File: config.mk
export PLATFORM = sky130hd
export DESIGN_NAME = vjtag_byte_fifo
export DESIGN_NICKNAME = d
export VERILOG_FILES = /design/src/rtl/vjtag_byte_fifo_pkg.sv /design/src/rtl/vjtag_byte_fifo_sync_byte_fifo.sv /design/src/rtl/vjtag_byte_fifo.sv
export SDC_FILE = /design/constraint.sdc
export NUM_CORES = 1
export LEC_CHECK = 0
export ABC_AREA = 1
export CAP_MARGIN = 25
export CELL_PAD_IN_SITES_DETAIL_PLACEMENT = 1
export CELL_PAD_IN_SITES_GLOBAL_PLACEMENT = 1
export CORE_ASPECT_RATIO = 0.75
export CORE_MARGIN = 2
export CORE_UTILIZATION = 42
export CTS_CLUSTER_DIAMETER = 100
export CTS_CLUSTER_SIZE = 40
export DETAILED_ROUTE_END_ITERATION = 16
export PLACE_DENSITY_LB_ADDON = 0.1
export SYNTH_ARGS = -nofsm -noshare
export SYNTH_HDL_FRONTEND = slang
export SYNTH_HIERARCHICAL = 1
export SYNTH_SLANG_ARGS = --single-unit
File: constraint.sdc
create_clock -name m_clock -period 2.7 [get_ports m_clock]
set_clock_uncertainty 0.05 [all_clocks]
set_input_delay 0.27 -clock m_clock [delete_from_list [all_inputs] [get_ports m_clock]]
set_output_delay 0.27 -clock m_clock [all_outputs]
set_load 0.01 [all_outputs]
File: src/rtl/vjtag_byte_fifo_pkg.sv
// Common definitions for the Virtual-JTAG byte link buffering stage.
package vjtag_byte_fifo_pkg;

    // Byte driven onto the link when the host asks for data and none is queued
    localparam logic [7:0] FILL_BYTE_DEFAULT = 8'h00;

    // Virtual-JTAG instruction codes that open host sessions
    localparam logic [7:0] IR_INIT_RECV = 8'h41;
    localparam logic [7:0] IR_INIT_SEND = 8'h42;

    // Send response FSM: LOAD is the cycle where send_set is presented
    typedef enum logic {
        SEND_IDLE = 1'b0,
        SEND_LOAD = 1'b1
    } sendState_t;

endpackage

File: src/rtl/vjtag_byte_fifo_sync_byte_fifo.sv
// Single-clock byte FIFO with first-word fall-through read and occupancy count.
// A pop is applied before a push, so a full FIFO accepts a push on a popping cycle.
module sync_byte_fifo #(
    parameter int DEPTH_LOG2 = 4
) (
    input  logic                  clk,
    input  logic                  rst,
    input  logic                  push,
    input  logic [7:0]            wrData,
    input  logic                  pop,
    output logic [7:0]            rdData,
    output logic                  full,
    output logic                  empty,
    output logic [DEPTH_LOG2:0]   count
);

    localparam int DEPTH = 1 << DEPTH_LOG2;
    localparam logic [DEPTH_LOG2:0] FULL_COUNT = (DEPTH_LOG2 + 1)'(DEPTH);

    logic [7:0]            r_mem [DEPTH];
    logic [DEPTH_LOG2-1:0] r_wrPtr;
    logic [DEPTH_LOG2-1:0] r_rdPtr;
    logic [DEPTH_LOG2:0]   r_count;
    logic                  w_doPop;
    logic                  w_doPush;

    assign w_doPop  = pop && (r_count != '0);
    assign w_doPush = push && ((r_count != FULL_COUNT) || w_doPop);

    assign count  = r_count;
    assign full   = (r_count == FULL_COUNT);
    assign empty  = (r_count == '0);
    assign rdData = (r_count == '0) ? 8'h00 : r_mem[r_rdPtr];

    // Storage array; contents are don't-care until written, so no reset
    always_ff @(posedge clk) begin
        if (w_doPush) begin
            r_mem[r_wrPtr] <= wrData;
        end
    end

    // Pointers wrap at depth on their own; occupancy tracks accepted pushes and pops
    always_ff @(posedge clk or posedge rst) begin
        if (rst) begin
            r_wrPtr <= '0;
            r_rdPtr <= '0;
            r_count <= '0;
        end else begin
            if (w_doPush) begin
                r_wrPtr <= r_wrPtr + 1'b1;
            end
            if (w_doPop) begin
                r_rdPtr <= r_rdPtr + 1'b1;
            end
            case ({w_doPush, w_doPop})
                2'b10:   r_count <= r_count + 1'b1;
                2'b01:   r_count <= r_count - 1'b1;
                default: r_count <= r_count;
            endcase
        end
    end

endmodule

File: src/rtl/vjtag_byte_fifo.sv
// Buffers Virtual-JTAG link bytes into an RX FIFO and answers link send
// requests from a TX FIFO; tracks sticky overflow/underrun and session count.
module vjtag_byte_fifo
    import vjtag_byte_fifo_pkg::*;
#(
    parameter int         DEPTH_LOG2 = 4,
    parameter logic [7:0] FILL_BYTE  = FILL_BYTE_DEFAULT
) (
    input  logic                m_clock,
    input  logic                p_reset,
    input  logic                recv,
    input  logic [7:0]          recv_data,
    input  logic                init_recv,
    input  logic                init_send,
    input  logic                send,
    output logic                send_set,
    output logic [7:0]          send_data,
    input  logic                rx_re,
    output logic [7:0]          rx_data,
    output logic                rx_empty,
    output logic [DEPTH_LOG2:0] rx_count,
    input  logic                tx_we,
    input  logic [7:0]          tx_data,
    output logic                tx_full,
    output logic [DEPTH_LOG2:0] tx_count,
    output logic                rx_overflow,
    output logic                tx_underrun,
    input  logic                flag_clr,
    output logic [7:0]          rx_sessions
);

    sendState_t  r_sendState;
    sendState_t  w_nextState;
    logic        w_request;
    logic        w_pending;
    logic        w_loadNext;
    logic        w_rxFull;
    logic        w_rxDrop;
    logic        w_txEmpty;
    logic [7:0]  w_txHead;
    logic        r_sendSet;
    logic [7:0]  r_sendData;
    logic        r_rxOverflow;
    logic        r_txUnderrun;
    logic [7:0]  r_rxSessions;

    assign w_request = send | init_send;
    assign w_rxDrop  = recv && w_rxFull && !rx_re;

    sync_byte_fifo #(.DEPTH_LOG2(DEPTH_LOG2)) u_rxFifo (
        .clk    (m_clock),
        .rst    (p_reset),
        .push   (recv),
        .wrData (recv_data),
        .pop    (rx_re),
        .rdData (rx_data),
        .full   (w_rxFull),
        .empty  (rx_empty),
        .count  (rx_count)
    );

    // The TX head is popped on the edge that enters LOAD, so the byte is on
    // send_data during the LOAD cycle; a full TX FIFO ignores writes outright.
    sync_byte_fifo #(.DEPTH_LOG2(DEPTH_LOG2)) u_txFifo (
        .clk    (m_clock),
        .rst    (p_reset),
        .push   (tx_we && !tx_full),
        .wrData (tx_data),
        .pop    (w_loadNext),
        .rdData (w_txHead),
        .full   (tx_full),
        .empty  (w_txEmpty),
        .count  (tx_count)
    );

    // Send FSM state register
    always_ff @(posedge m_clock or posedge p_reset) begin
        if (p_reset) begin
            r_sendState <= SEND_IDLE;
        end else begin
            r_sendState <= w_nextState;
        end
    end

    // Next-state: a request seen during LOAD is the pending one and is served by the following LOAD
    always_comb begin
        w_nextState = r_sendState;
        w_loadNext  = 1'b0;
        w_pending   = 1'b0;
        case (r_sendState)
            SEND_IDLE: begin
                if (w_request) begin
                    w_nextState = SEND_LOAD;
                    w_loadNext  = 1'b1;
                end
            end
            SEND_LOAD: begin
                w_pending = w_request;
                if (w_pending) begin
                    w_nextState = SEND_LOAD;
                    w_loadNext  = 1'b1;
                end else begin
                    w_nextState = SEND_IDLE;
                end
            end
            default: w_nextState = SEND_IDLE;
        endcase
    end

    // Registered load strobe and byte toward the link
    always_ff @(posedge m_clock or posedge p_reset) begin
        if (p_reset) begin
            r_sendSet  <= 1'b0;
            r_sendData <= 8'h00;
        end else begin
            r_sendSet <= w_loadNext;
            if (w_loadNext) begin
                r_sendData <= w_txEmpty ? FILL_BYTE : w_txHead;
            end
        end
    end

    // Sticky flags; a setting event outranks a clear on the same cycle
    always_ff @(posedge m_clock or posedge p_reset) begin
        if (p_reset) begin
            r_rxOverflow <= 1'b0;
            r_txUnderrun <= 1'b0;
        end else begin
            if (w_rxDrop) begin
                r_rxOverflow <= 1'b1;
            end else if (flag_clr) begin
                r_rxOverflow <= 1'b0;
            end
            if (w_loadNext && w_txEmpty) begin
                r_txUnderrun <= 1'b1;
            end else if (flag_clr) begin
                r_txUnderrun <= 1'b0;
            end
        end
    end

    // Host receive session counter, wraps modulo 256
    always_ff @(posedge m_clock or posedge p_reset) begin
        if (p_reset) begin
            r_rxSessions <= 8'h00;
        end else if (init_recv) begin
            r_rxSessions <= r_rxSessions + 8'h01;
        end
    end

    assign send_set    = r_sendSet;
    assign send_data   = r_sendData;
    assign rx_overflow = r_rxOverflow;
    assign tx_underrun = r_txUnderrun;
    assign rx_sessions = r_rxSessions;

endmodule

==> out/qor.csv <==
metric,value,unit
Most Crowded Layer GR,met1,
Filler cells,3232,
"Seq/Total Area, Yosys",68.4,%
final worst setup slack,0.102,ns
Min Hold Slack,0.0947,ns
routed vias/inst,5.35,
die area,32100,sq um
clock latency at the later pin of the worst-skew pair,0.52,ns
drt pass-1 iters,5,
H-tree depth,1,
postcts setup bufs,0,
DR vias,8668,
# setup viols final,0,
DP Wirelength,22900,microns
synthesized flop and latch total,301,
CTS tree,done,
period utilization,96.2,%
diode count,0,
Syn. warnings,6,
Max Cap Violations,0,
floorplan row count,55,
clk sinks,301,
Post-Syn Instances,1147,
Tot GR Track Use,21.9,%
Final ANT Viol Nets,0,
GPL Wtd Cong,0.809,
first-pass GRT wire length,53300,microns
fmax,385,MHz
PD cells,1050,nW/um^2
final WL,34700,microns
slew at the pin closest to its max-slew limit,0.895,ns
cell area after synthesis,12900,sq um
Max clock buf depth,3,
CP required,2.38,ns
Worst Hold Class,input pin to asynchronous set/reset pin,
syn nets,1191,
met2 usage,32.1,%
largest net degree at the start of global routing,53,
Final min period,2.60,ns
# port buffers,63,
Pleak,5.55,nW
share of cells above drive strength 1,7.86,%
M3 GR Usage,2.23,%
Initial Util,42.7,%
grt met1 use,35.6,%
synthesis-to-layout area growth,12.1,%
DP Worst Slack,0.213,ns
synth unique cells,31,
status,"complete, no violations",
final hold viol count,0,
Ports,64,
Final TNS setup,0,ns
initial antenna violation count,0,
clk root buf,clkbuf_16,
Critical Path End Type,primary output,
Die Ht,156,microns
Slew HR,40.1,%
startpoint types,flip-flop,
CP max FO,19,
Die W,206,microns
Setup CP Type,flip-flop to primary output,
Max VDD drop,0.493,mV
grt ovf,0,
WL/cell,21.4,microns
DRC Markers,0,
DRT iter0 DRCs,629,
crit path DAT,2.28,ns
final count of pins violating max slew,0,
unrepaired setup endpoints after global routing,no,
Synth Area per Inst,11.2,sq um
vias in the first global route,8769,
Core ar.,30200,sq um
Final Total Pwr,15.1,mW
Worst-path clk slew,0.15,ns
NumNets Final,1259,
total CTS buffers,12,
-- cell usage in the layout (no fill, tap or decap), types with 4 or more instances in the layout --
cell and count:
a21oi_1 24, buf_12 4, buf_4 36, clkbuf_16 13
clkdlybuf4s50_1 55, clkinv_1 5, dfrtp_1 43, dlygate4sd2_1 5
edfxtp_1 256, ha_1 17, inv_1 36, inv_2 7
nand2_1 387, nand2_2 8, nand3_1 211, nand3_2 6
nor2_1 42, o21ai_0 7, o21ai_1 7, xnor2_1 4
xor2_1 15
-- sequential cells by signal, summed over array words and instances, names as in the netlist --
register	cells
u_txFifo/r_mem	128
u_rxFifo/r_mem	128
tx_underrun	1
send_data	8
u_txFifo/count	5
u_rxFifo/r_rdPtr	4
u_txFifo/r_wrPtr	4
u_rxFifo/r_wrPtr	4
rx_sessions	8
rx_overflow	1
send_set	1
u_rxFifo/count	5
u_txFifo/r_rdPtr	4
-- path summary, 6_finish.rpt --
check	start	endpoint	slack (ns)	cells past startpoint
hold / removal	p_reset	u_txFifo/r_wrPtr[2]$_DFFE_PP0P_	0.09	2
setup / recovery	u_rxFifo/r_rdPtr[0]$_DFFE_PP0N_	rx_data[1]	0.10	9
min in group m_clock	flag_clr	rx_overflow$_DFFE_PP0P_	0.37	2
setup reg to reg	u_txFifo/count[2]$_DFFE_PP0P_	u_txFifo/r_mem[12][2]$_DFFE_PP_	0.29	8
hold reg to reg	send_data[0]$_DFFE_PP0P_	send_data[0]$_DFFE_PP0P_	0.46	2
max in group asynchronous	p_reset	send_data[2]$_DFFE_PP0P_	1.87	2
-- metal layers --
metal / up-vias / share of wire, % / wire, microns
met5: - / 0 / 0
met4: 0 / 1.3 / 459
met3: 28 / 4.1 / 1430
met2: 174 / 43 / 14900
met1: 4436 / 52 / 17900
li1: 4030 / - / -
-- kinds of logic (layout without fill, tap and decap cells) --
| kind of cell | count (synthesis) | count (layout) | synth area share (%) |
|---|---|---|---|
| and+or+nand+nor | 663 | 663 | 22.2 |
| DFF | 301 | 301 | 68.4 |
| buffers and inverters | 100 | 174 | 4.13 |
| AOI/OAI and AO/OA | 42 | 42 | 1.71 |
| xor gates and xnor gates | 21 | 21 | 1.54 |
| adders and majority gates | 19 | 19 | 1.96 |
| muxes | 1 | 1 | 0.0874 |
-- layout make-up --
class / count / area [sq um] / share of cell area [%]
timing repair buffer: 105 / 1030 / 7.16
sequential: 301 / 8820 / 61.0
tap: 399 / 499 / 3.45
clock inverter: 4 / 35.0 / 0.242
clock buffer: 16 / 337 / 2.33
inverter: 49 / 186 / 1.29
multi-input combinational: 746 / 3540 / 24.5
-- Yosys cell counts (all sizes together) --
cell type,count,share of area [%]
a21oi,24,0.93
buf,49,2.6
clkbuf,2,0.058
clkinv,5,0.15
dfrtp,45,8.7
edfxtp,256,60
fa,2,0.31
ha,17,1.7
inv,44,1.3
mux2,1,0.087
nand2,397,12
nand3,217,8.7
nand3b,1,0.058
nand4,1,0.049
nor2,47,1.6
o21ai,16,0.68
o22ai,2,0.097
xnor2,4,0.27
xor2,17,1.3
-- critical path: stages (launching register included) --
cell,delay [ns]
dfrtp_2,0.48
inv_4,0.13
bufbuf_16,0.32
nand2_1,0.06
nand3_1,0.07
nand3_1,0.12
nand2_1,0.08
nand2_1,0.05
a21oi_1,0.14
dlygate4sd2_1,0.29
-- what timing repair did --
item                                    CTS  global route
resized for setup                         9             4
endpoints found under the setup margin    8             3
hold buffers                              0             0
gates cloned                              2             0
-- power breakdown --
part,internal (mW),switching [mW],leakage (nW),total [mW]
clock network,0.922,1.44,0.181,2.36
registers,5.74,0.454,2.84,6.20
logic,2.30,4.27,2.52,6.57
total,8.97,6.17,5.55,15.1
-- stage by stage --
| step | util (%) | instances | area (sq um) |
|---|---|---|---|
| 2_1_floorplan | - | 1147 | 12900 |
| 3_3_place_gp | 46.4 | 1598 | 14000 |
| 3_5_place_dp | 46.4 | 1598 | 14000 |
| 4_1_cts | 47.8 | 1620 | 14500 |
| 5_1_grt | 47.8 | 1620 | 14500 |
| 6_report | 47.8 | 1620 | 14500 |
No activity file was read; power rests on OpenSTA's default activity.
